<file path="config.mk">
export PLATFORM = sky130hd
export DESIGN_NAME = if_stage_flat
export DESIGN_NICKNAME = d
export VERILOG_FILES = /design/src/rtl/if_stage_if.sv /design/src/rtl/if_stage.sv /design/src/flat_wrapper.sv
export SDC_FILE = /design/constraint.sdc
export NUM_CORES = 1
export LEC_CHECK = 0
export BUFFER_PORTS_ARGS = -buffer_cell sky130_fd_sc_hd__buf_2
export CAP_MARGIN = 40
export CORE_MARGIN = 2
export CORE_UTILIZATION = 41
export DETAILED_ROUTE_END_ITERATION = 10
export PLACE_DENSITY = 0.69
export RECOVER_POWER = 25
export SYNTH_ARGS = -nofsm -noshare
export SYNTH_HDL_FRONTEND = slang
export SYNTH_SLANG_ARGS = --single-unit
</file>
<file path="constraint.sdc">
create_clock -name clk -period 3.55 [get_ports clk]
set_input_delay 0 -clock clk [delete_from_list [all_inputs] [get_ports clk]]
set_output_delay 0 -clock clk [all_outputs]
set_load 0.01 [all_outputs]
</file>
<file path="src/rtl/if_stage_if.sv">
// Bundle of the fetch stage's pipeline-facing signals.
//   Control in : stall, br_taken/br_target, j_taken/j_target
//   IMEM       : imem_addr (out of the stage), imem_rdata (into the stage)
//   IF/ID      : pc, ifid_instr, ifid_pc4, ifid_valid (out of the stage)
// Modports:
//   master - the surrounding CPU (hazard unit, ID, EX/MEM, instruction memory)
//   slave  - the fetch stage itself
interface if_stage_if;
    logic        stall;
    logic        br_taken;
    logic [31:0] br_target;
    logic        j_taken;
    logic [31:0] j_target;
    logic [31:0] imem_addr;
    logic [31:0] imem_rdata;
    logic [31:0] pc;
    logic [31:0] ifid_instr;
    logic [31:0] ifid_pc4;
    logic        ifid_valid;

    modport master (
        output stall, br_taken, br_target, j_taken, j_target, imem_rdata,
        input  imem_addr, pc, ifid_instr, ifid_pc4, ifid_valid
    );

    modport slave (
        input  stall, br_taken, br_target, j_taken, j_target, imem_rdata,
        output imem_addr, pc, ifid_instr, ifid_pc4, ifid_valid
    );
endinterface

</file>
<file path="src/rtl/if_stage.sv">
// Instruction-fetch stage: owns the PC, selects the next PC (sequential,
// taken-BEQ redirect, J redirect), drives the instruction-memory address
// combinationally from the PC and registers the fetched word into IF/ID.
//
// Ports:
//   clk        - system clock, rising edge
//   rst        - asynchronous active-low reset
//   bus        - if_stage_if.slave (control, IMEM read, IF/ID outputs)
//   stall_cnt, flush_cnt, fetch_cnt - performance counters, present only
//                when IF_PERF_CNT_EN is defined
//
// Optional feature macro: IF_PERF_CNT_EN
module if_stage #(
    parameter logic [31:0] RESET_PC  = 32'h0000_0000,
    parameter logic [31:0] NOP_INSTR = 32'h0000_0000
) (
    input  logic        clk,
    input  logic        rst,
    if_stage_if.slave   bus
`ifdef IF_PERF_CNT_EN
    ,
    output logic [31:0] stall_cnt,
    output logic [31:0] flush_cnt,
    output logic [31:0] fetch_cnt
`endif
);

    logic [31:0] pc_reg;
    logic [31:0] ifid_instr_reg;
    logic [31:0] ifid_pc4_reg;
    logic        ifid_valid_reg;
    logic [31:0] pc4;

    // 32-bit modulo increment: 0xFFFF_FFFC wraps to 0.
    assign pc4 = pc_reg + 32'd4;

    // Priority: taken BEQ > stall > J > sequential. The BEQ wins over a stall
    // because the stalled instruction is younger than the branch and dies.
    always_ff @(posedge clk or negedge rst) begin
        if (!rst) begin
            pc_reg         <= RESET_PC;
            ifid_instr_reg <= NOP_INSTR;
            ifid_pc4_reg   <= 32'd0;
            ifid_valid_reg <= 1'b0;
        end else if (bus.br_taken) begin
            pc_reg         <= {bus.br_target[31:2], 2'b00};
            ifid_instr_reg <= NOP_INSTR;
            ifid_pc4_reg   <= 32'd0;
            ifid_valid_reg <= 1'b0;
        end else if (bus.stall) begin
            // Hold everything; a concurrent J is re-asserted by ID later.
            pc_reg         <= pc_reg;
            ifid_instr_reg <= ifid_instr_reg;
            ifid_pc4_reg   <= ifid_pc4_reg;
            ifid_valid_reg <= ifid_valid_reg;
        end else if (bus.j_taken) begin
            pc_reg         <= {bus.j_target[31:2], 2'b00};
            ifid_instr_reg <= NOP_INSTR;
            ifid_pc4_reg   <= 32'd0;
            ifid_valid_reg <= 1'b0;
        end else begin
            pc_reg         <= pc4;
            ifid_instr_reg <= bus.imem_rdata;
            ifid_pc4_reg   <= pc4;
            ifid_valid_reg <= 1'b1;
        end
    end

    assign bus.imem_addr  = pc_reg;
    assign bus.pc         = pc_reg;
    assign bus.ifid_instr = ifid_instr_reg;
    assign bus.ifid_pc4   = ifid_pc4_reg;
    assign bus.ifid_valid = ifid_valid_reg;

`ifdef IF_PERF_CNT_EN
    logic [31:0] stall_cnt_reg;
    logic [31:0] flush_cnt_reg;
    logic [31:0] fetch_cnt_reg;

    always_ff @(posedge clk or negedge rst) begin
        if (!rst) begin
            stall_cnt_reg <= 32'd0;
            flush_cnt_reg <= 32'd0;
            fetch_cnt_reg <= 32'd0;
        end else begin
            if (bus.stall && !bus.br_taken)
                stall_cnt_reg <= stall_cnt_reg + 32'd1;
            if (bus.br_taken || (bus.j_taken && !bus.stall))
                flush_cnt_reg <= flush_cnt_reg + 32'd1;
            if (!bus.br_taken && !bus.stall && !bus.j_taken)
                fetch_cnt_reg <= fetch_cnt_reg + 32'd1;
        end
    end

    assign stall_cnt = stall_cnt_reg;
    assign flush_cnt = flush_cnt_reg;
    assign fetch_cnt = fetch_cnt_reg;
`endif

endmodule

</file>
<file path="src/flat_wrapper.sv">
// flat-port wrapper written by rule: the top's interface ports become plain ports
module if_stage_flat 
#(
    parameter logic [31:0] RESET_PC  = 32'h0000_0000,
    parameter logic [31:0] NOP_INSTR = 32'h0000_0000
)
  (clk, rst, bus_stall, bus_br_taken, bus_br_target, bus_j_taken, bus_j_target, bus_imem_rdata, bus_imem_addr, bus_pc, bus_ifid_instr, bus_ifid_pc4, bus_ifid_valid);
  if_stage_if bus_i ();
  input  logic clk;
  input  logic rst;
  input wire logic [$bits(bus_i.stall)-1:0] bus_stall;
  input wire logic [$bits(bus_i.br_taken)-1:0] bus_br_taken;
  input wire logic [$bits(bus_i.br_target)-1:0] bus_br_target;
  input wire logic [$bits(bus_i.j_taken)-1:0] bus_j_taken;
  input wire logic [$bits(bus_i.j_target)-1:0] bus_j_target;
  input wire logic [$bits(bus_i.imem_rdata)-1:0] bus_imem_rdata;
  output wire logic [$bits(bus_i.imem_addr)-1:0] bus_imem_addr;
  output wire logic [$bits(bus_i.pc)-1:0] bus_pc;
  output wire logic [$bits(bus_i.ifid_instr)-1:0] bus_ifid_instr;
  output wire logic [$bits(bus_i.ifid_pc4)-1:0] bus_ifid_pc4;
  output wire logic [$bits(bus_i.ifid_valid)-1:0] bus_ifid_valid;
  assign bus_i.stall = bus_stall;
  assign bus_i.br_taken = bus_br_taken;
  assign bus_i.br_target = bus_br_target;
  assign bus_i.j_taken = bus_j_taken;
  assign bus_i.j_target = bus_j_target;
  assign bus_i.imem_rdata = bus_imem_rdata;
  assign bus_imem_addr = bus_i.imem_addr;
  assign bus_pc = bus_i.pc;
  assign bus_ifid_instr = bus_i.ifid_instr;
  assign bus_ifid_pc4 = bus_i.ifid_pc4;
  assign bus_ifid_valid = bus_i.ifid_valid;
  if_stage #(.RESET_PC(RESET_PC), .NOP_INSTR(NOP_INSTR)) u_core (.clk(clk), .rst(rst), .bus(bus_i));
endmodule
</file>
======== After elaboration in Yosys (flattened, before gate mapping) ========
Index checks and enable logic that the tools add are counted.
storage, ports and cells
  register bits ........................... 97
  bits in latches ......................... 0
  RAM bits ................................ 0
  bits in read-only memories .............. 0
  bits of input ports ..................... 101
  output and inout port bits .............. 129
  logic and storage cells ................. 18
  memories ................................ 0
cells by class
  $add $sub $neg .......................... 1
  multiply operators ...................... 0
  div/mod/pow operators ................... 0
  order comparisons ....................... 0
  eq/ne operators ......................... 1
  shift operators ......................... 0
  multiplexer cells ....................... 12
  bitwise gates (word level) .............. 0
  reduce and logical (&&, ||, !) cells .... 0
operators by type and width
  kind                     number
  $mux W32                 9
  $add A32 B3 Y32 const B  1
  $mux W1                  3
  $ne A2 B1 Y1 const B     1

======== Depth between registers and ports, before layout ========
Gate-level depths: netlist of run 1.
  word-level depth ........................ 4
  depth in mapped cells ................... 7
  mapped depth without buffers ............ 6

======== Worst setup path before layout of run 1 ========
OpenSTA, ideal clock, no wires.
  path kind ............................... register to register
  start ................................... reg u_core.pc_reg[2], in the netlist u_core.bus.imem_addr[2]
  end ..................................... reg u_core.pc_reg[10], in the netlist u_core.bus.imem_addr[10]
  library setup time ...................... 125 ps
  data arrival time ....................... 1678 ps
  required time ........................... 3425 ps
  slack ................................... 1747 ps
  stages on the path, launching flop included .. 7
  buffers on the path ..................... 0
  period minus slack after synthesis ...... 1803 ps
  path through ............................ dfrtp_1 -> ha_1 -> nand2_1 -> nor3_4 -> mux2i_1 -> o21ai_0 -> mux2_2
on the way
  longest elaborated chain between the ends .. 4
ends and longest elaborated chain
  item                      RTL line        text
  start: declaration        if_stage.sv:28  logic [31:0] pc_reg;
  start signal: assignment  if_stage.sv:46  pc_reg <= {bus.br_target[31:2], 2'b00};
  start signal: assignment  if_stage.sv:52  pc_reg <= pc_reg;
  start signal: assignment  if_stage.sv:57  pc_reg <= {bus.j_target[31:2], 2'b00};
  $add A32 B3 Y32           if_stage.sv:35  assign pc4 = pc_reg + 32'd4;
  $mux W32                  if_stage.sv:56  end else if (bus.j_taken) begin
  $mux W32                  if_stage.sv:50  end else if (bus.stall) begin
  $mux W32                  if_stage.sv:45  end else if (bus.br_taken) begin
No other way between the ends. The select of a mux whose other input is x is not followed.
A chain may end at the register's enable or synchronous reset.

======== Final worst setup path of run 1 ========
  start ................................... reg u_core.pc_reg[4], in the netlist u_core.bus.imem_addr[4]
  end ..................................... reg u_core.pc_reg[31], in the netlist u_core.bus.imem_addr[31]
Same word-level chain as after synthesis.

==> summary.txt, run 1 <==
Number of synthesis warnings - 0
CP peak stage delay - 0.58 ns
Post-route antenna net violation count - 0
Worst Path Max Fanout - 11
Post-Synth XOR/XNOR Area - 4.47%
H-tree Lvls - 3
Largest family of logic cells by synthesized area - compound AO/OA/AOI/OAI gates
First-pass GRT wire length - 24500 um
CP required - 3.77 ns
Vias in the first global route - 4758
Top delay family on crit path - simple AND/OR/NAND/NOR gates
Worst-path clk slew - 0.07 ns
Syn-to-layout area delta - 37.4%
Ant diodes - 0
P per Cell Area - 414 mW/mm^2
Layout cells sized above 1 - 25.7%
Seq/Total Area, Yosys - 48.1%
Post-Synth Simple-Gate Area - 17.8%
PortBufs - 221
Mux contribution to synthesized area - 1.05%
HPWL Detailed - 10500 um
FFs w/ async S/R, synth - 100%
DRT iter0 DRCs - 256
Placed cells - 801
Relative slew slack - -4.89%
Setup WS post-layout - 0.975 ns
Initial antenna violation count - 0
Vias after detailed routing - 4731
Reg area - 0.00235 sq mm
FF+latch count, synth - 94
Tcrit/Tclk final - 72.5%
# DRC - 18
Mean Syn Cell Area - 9.83 sq um
FMAX - 0.388 GHz
Max Slew Vio Count - 64
Core Rows - 39
Synth Cell Area - 0.00489 sq mm
HP Class - input port to register
Number of enable flip-flop cells after synthesis - 0
Clk_skew - 0.00760 ns
Full die area - 0.0128 sq mm
Starting density of the core - 42.5%
Total congestion overflow - 0
Worst Path Arrival - 2.80 ns
Per-cell routed wire length - 17.7 um
Final setup viols - 0
Cells after Synth - 498
Die W - 113 um
Chip height - 113 um
Post-Layout Cell Count - 881
GRT Resource Usage Total - 24.2%
CTS tree - done
Pre-CTS setup slack - 1.39 ns
RSZ-0062 raised after global routing - false
Multi-input gate area - 0.00213 sq mm
Final setup TNS - 0 ns
Post-CTS sizing - 0
Tmin final - 2.57 ns
CTS Buffer Depth - 2
Max FFs per register - 32
Filler cells - 1016
Core area - 0.0115 sq mm
RD Place Congestion - 0.835
Clk root buf - clkbuf_16
I/O pin count - 230
Synth Area in Adders - 0.256%
Final WL - 15600 um
Pre-antenna DRT Iters - 7
Clk sinks - 94
Startpoint type of the worst setup path - register
Layout net count - 835
Largest net degree at the start of global routing - 64
Crit path kind - register to register
Top_reg_cell synth - dfrtp_1
Status - complete, but fails checks
Buffers plus inverters on the worst setup path - 1
Clock latency on the worst-skew pair - 0.34 ns
Peak supply drop - 0.000197 V
Critical Path End Type - register
Crit-path cells - and3_1 > nand4bb_2 > nor4_2 > mux2i_1 > o211ai_1 > dlygate4sd3_1
Static Leak - 3.18 nW
Critical path's slowest cell - dlygate4sd3_1
Compound-Gate Fraction of Synth Area - 19.4%
Vias/cell - 5.37
Failing checks - DRC, capacitance limit, slew limit
Netlist cell types - 50
Worst-Margin Slew - 1.57 ns
Inserted Clock Buffers - 9
Max cap viols - 1
Final hold viol count - 0
## where the power goes
part           total [mW]  switching [mW]  internal [mW]
Sequential           1.23          0.0967           1.13
Combinational       0.508           0.272          0.236
Clock                1.04           0.408          0.634
Total                2.78           0.777           2.00
## final cells by class
| cell class | count | share of cell area [%] |
|---|---|---|
| well taps | 143 | 2.66 |
| clock buffers | 10 | 3.55 |
| flip-flops and latches | 94 | 35.0 |
| clock inverters | 6 | 1.26 |
| inverters | 4 | 0.223 |
| repair buffers | 292 | 25.7 |
| multi-input cells | 332 | 31.7 |
## cell usage after synthesis (all sizes together) (7+ instances only)
cell / count / share of area (%)
nor2: 14 / 1.1
nand2: 66 / 5.1
o21ai: 31 / 3.2
dfrtp: 94 / 48
nand3: 15 / 1.6
buf: 45 / 6.6
a21oi: 30 / 3.1
and3: 27 / 3.6
xor2: 11 / 2.0
clkbuf: 26 / 2.0
nand4: 11 / 1.7
a22o: 37 / 6.6
and2: 7 / 0.89
o221ai: 14 / 2.5
xnor2: 14 / 2.5
## placed cells by master (no fill, tap or decap), drive strengths merged, types with 11 or more instances in the layout
master       count
buf            158
dfrtp           94
clkbuf          80
nand2           66
dlygate4sd3     64
a22o            37
o21ai           31
a21oi           30
and3            27
nand3           15
xnor2           14
o221ai          14
nor2            14
xor2            11
nand4           11
## final timing paths
| kind | start | endpoint | slack (ns) | cells past startpoint |
|---|---|---|---|---|
| max | u_core.bus.imem_addr[4] | u_core.bus.imem_addr[31] | 0.98 | 6 |
| min | bus_br_target[26] | u_core.bus.imem_addr[26] | 0.03 | 3 |
| max reg2reg | u_core.bus.imem_addr[4] | u_core.bus.imem_addr[31] | 0.98 | 6 |
| min reg2reg | u_core.bus.ifid_pc4[26] | u_core.bus.ifid_pc4[26] | 0.48 | 2 |
| max in group asynchronous | rst | u_core.bus.ifid_pc4[20] | 1.73 | 3 |
| min in group asynchronous | rst | u_core.bus.ifid_instr[30] | 0.63 | 2 |
## through the flow
stage	power [mW]	hold slack [ns]	utilization, %	cell area (sq um)
after floorplan	1.52	-0.296	-	4910
after global placement	1.69	0.121	50.6	5830
final	2.78	0.0296	58.4	6730
after detailed placement	1.71	0.143	50.8	5850
after CTS	2.81	0.0118	59.2	6820
after global routing	2.91	0.0365	58.4	6730
## metal layers
metal	vias to the layer above	track usage [%]	wire length [um]
met1	2281	31.7	6690
met5	-	0	0
met2	200	41.1	7560
met3	16	4.34	1170
met4	0	6.83	206
li1	2234	-	-
## worst min-delay path, delay by kind of cell
family,cells,cell delay (ns)
AOI/OAI and AO/OA,2,0.21
buffers and inverters,1,0.12
## logic make-up after synthesis
family / Yosys count
AND/OR/NAND/NOR: 162
AO/OA/AOI/OAI: 135
flip-flops: 94
buffers and inverters: 75
XOR/XNOR: 25
multiplexers: 5
adder cells (fa/ha/maj): 1
other: 1
## what timing repair did
action | CTS | global route
buffers inserted | 0 | 0
endpoints found under the hold margin | 122 | 0
hold buffers | 64 | 0
No activity file was read; power rests on OpenSTA's default activity.
==> run 2, diff against run 1 <==
--- a/config.mk
+++ b/config.mk
@@ -10,7 +10,7 @@
 export CORE_MARGIN = 2
 export CORE_UTILIZATION = 41
 export DETAILED_ROUTE_END_ITERATION = 10
-export PLACE_DENSITY = 0.69
+export PLACE_DENSITY = 0.72
 export RECOVER_POWER = 25
 export SYNTH_ARGS = -nofsm -noshare
 export SYNTH_HDL_FRONTEND = slang
==> constraint.sdc (replaced) <==
create_clock -name clk -period 2.1 [get_ports clk]
set_input_delay 0 -clock clk [delete_from_list [all_inputs] [get_ports clk]]
set_output_delay 0 -clock clk [all_outputs]
set_load 0.01 [all_outputs]
==> run 2 against run 1 <==
  * The flow finishes with violations (DRC)
  * Wire length increased by 2.7%
  * Sequential cell count unchanged
  * Critical path depth unchanged
  * Sequential power increased by 67%
  * Largest power group unchanged
  * Power increased by 62%
  * Largest cell class unchanged
  * Sequential share of layout area decreased by 0.57 points
==> summary.txt, run 2 (same netlist as run 1, synthesis figures left out) <==
Worst-path clk slew - 0.07 ns (about the same)
Full die area - 0.0128 sq mm (unchanged)
Post-Layout Cell Count - 898 (was 881)
P per Cell Area - 658 mW/mm^2 (was 414 mW/mm^2)
PortBufs - 221 (unchanged)
Status - complete, but fails checks (unchanged)
Commonest non-fill, non-tap cell in the layout - buf_2 (unchanged)
Placed cells - 817 (was 801)
Commonest cells after routing, fill and taps aside - buf_2, dfrtp_1, nand2_1 (was buf_2, dfrtp_1, clkbuf_1)
Relative slew slack - 33.8% (was -4.89%)
Tcrit/Tclk final - 93.8% (was 72.5%)
Final hold viol count - 0 (unchanged)
Core area - 0.0115 sq mm (unchanged)
FMAX - 0.508 GHz (was 0.388 GHz)
Initial antenna violation count - 0 (unchanged)
HP Class - input port to register (unchanged)
Startpoint type of the worst setup path - register (unchanged)
RSZ-0062 raised after global routing - false (unchanged)
Vias/cell - 5.37 (about the same)
Worst-Margin Slew - 0.993 ns (was 1.57 ns)
Failing checks - DRC (was DRC, capacitance limit, slew limit)
Max Slew Vio Count - 0 (was 64)
Starting density of the core - 42.5% (unchanged)
Crit path kind - register to register (unchanged)
Post-CTS Setup Repair Bufs - 0 (unchanged)
Ant diodes - 0 (unchanged)
Final WL - 16000 um (was 15600 um)
Vias in the first global route - 4698 (was 4758)
Layout cells sized above 1 - 30.7% (was 25.7%)
Pre-antenna DRT Iters - 8 (was 7)
Peak supply drop - 0.000369 V (was 0.000197 V)
Total congestion overflow - 0 (unchanged)
Largest net degree at the start of global routing - 59 (was 64)
Post-route antenna net violation count - 0 (unchanged)
I/O pin count - 230 (unchanged)
Clk root buf - clkbuf_16 (unchanged)
Clk_skew - 0.0103 ns (was 0.00760 ns)
Tmin final - 1.97 ns (was 2.57 ns)
Core Rows - 39 (unchanged)
First-pass GRT wire length - 24900 um (was 24500 um)
Clk sinks - 94 (unchanged)
# DRC - 17 (was 18)
Max FFs per register - 32 (unchanged)
Final setup TNS - 0 ns (unchanged)
RD Place Congestion - 0.868 (was 0.835)
Max cap viols - 0 (was 1)
Syn-to-layout area delta - 39.7% (was 37.4%)
Chip height - 113 um (unchanged)
Worst Path Max Fanout - 6 (was 11)
Critical Path End Type - register (unchanged)
Clock latency on the worst-skew pair - 0.34 ns (about the same)
Vias after detailed routing - 4822 (was 4731)
Layout net count - 852 (was 835)
Overall power - 4.50 mW (was 2.78 mW)
H-tree Lvls - 3 (unchanged)
Per-cell routed wire length - 17.9 um (was 17.7 um)
Reg-to-reg slack, setup - 0.13 ns (was 0.98 ns)
Die W - 113 um (unchanged)
Inserted Clock Buffers - 9 (unchanged)
GRT Resource Usage Total - 24.9% (was 24.2%)
Final Cell Area - 0.00684 sq mm (was 0.00673 sq mm)
Placed inst area - 0.00597 sq mm (was 0.00585 sq mm)
Static Leak - 3.35 nW (was 3.18 nW)
Filler cells - 1034 (was 1016)
CTS Buffer Depth - 2 (unchanged)
CP required - 2.33 ns (was 3.77 ns)
CTS tree - done (unchanged)
Final setup viols - 0 (unchanged)
DRT iter0 DRCs - 280 (was 256)
HPWL Detailed - 11100 um (was 10500 um)
Worst Path Arrival - 2.19 ns (was 2.80 ns)
==> run 2: critical path, stage by stage (launching register included) <==
cell and delay [ns]:
dfrtp_1 0.44, ha_1 0.33, nand2b_1 0.16, a21oi_1 0.07
a221oi_1 0.19, o21ai_0 0.10, dlygate4sd3_1 0.57
==> run 2: final cells by class <==
class	instances	area [sq um]	area share, %
Clock inverter	4	22.5	0.329
Multi-Input combinational cell	332	2130	31.2
Timing Repair Buffer	309	1890	27.6
Inverter	4	15.0	0.220
Clock buffer	12	246	3.60
Sequential cell	94	2350	34.4
Tap cell	143	179	2.62
==> run 2: stage by stage <==
| step | hold WS [ns] | util (%) | setup slack, ns |
|---|---|---|---|
| floorplan | -0.296 | - | 0.297 |
| global placement | -0.0106 | 51.8 | 0.250 |
| detailed placement | 0.000188 | 51.8 | 0.232 |
| CTS | 0.00416 | 59.8 | 0.138 |
| global route | 0.0502 | 59.4 | 0.0279 |
| finish | 0.0218 | 59.4 | 0.131 |
==> run 2: layer usage <==
metal  share of wire, %  wire [um]  global-route usage (%)
met3                7.4       1200                    3.54
met4                1.8        291                    9.43
met2                 49       7870                    42.3
met1                 42       6690                    32.4
met5                  0          0                       0
==> run 2: final timing paths <==
check                                        start                        end  depth (start not counted)
max                        u_core.bus.imem_addr[3]    u_core.bus.imem_addr[4]                          6
max in group asynchronous                      rst  u_core.bus.ifid_instr[30]                          3
min in group asynchronous                      rst  u_core.bus.ifid_instr[26]                          2
max reg2reg                u_core.bus.imem_addr[3]    u_core.bus.imem_addr[4]                          6
min reg2reg                u_core.bus.ifid_pc4[25]    u_core.bus.ifid_pc4[25]                          2
min                              bus_br_target[26]   u_core.bus.imem_addr[26]                          3
==> run 2: repair_timing <==
| action | CTS | global route |
|---|---|---|
| endpoints found under the hold margin | 96 | 0 |
| gates resized for setup | 0 | 1 |
| setup endpoints to repair | 0 | 1 |
| hold buffers | 65 | 0 |
==> run 2: where the power goes <==
group          switching, mW  total, mW  leakage, nW  internal [mW]
Combinational          0.506      0.941         1.98          0.435
Sequential             0.131       2.05         1.24           1.92
Clock                  0.675       1.51        0.132          0.830
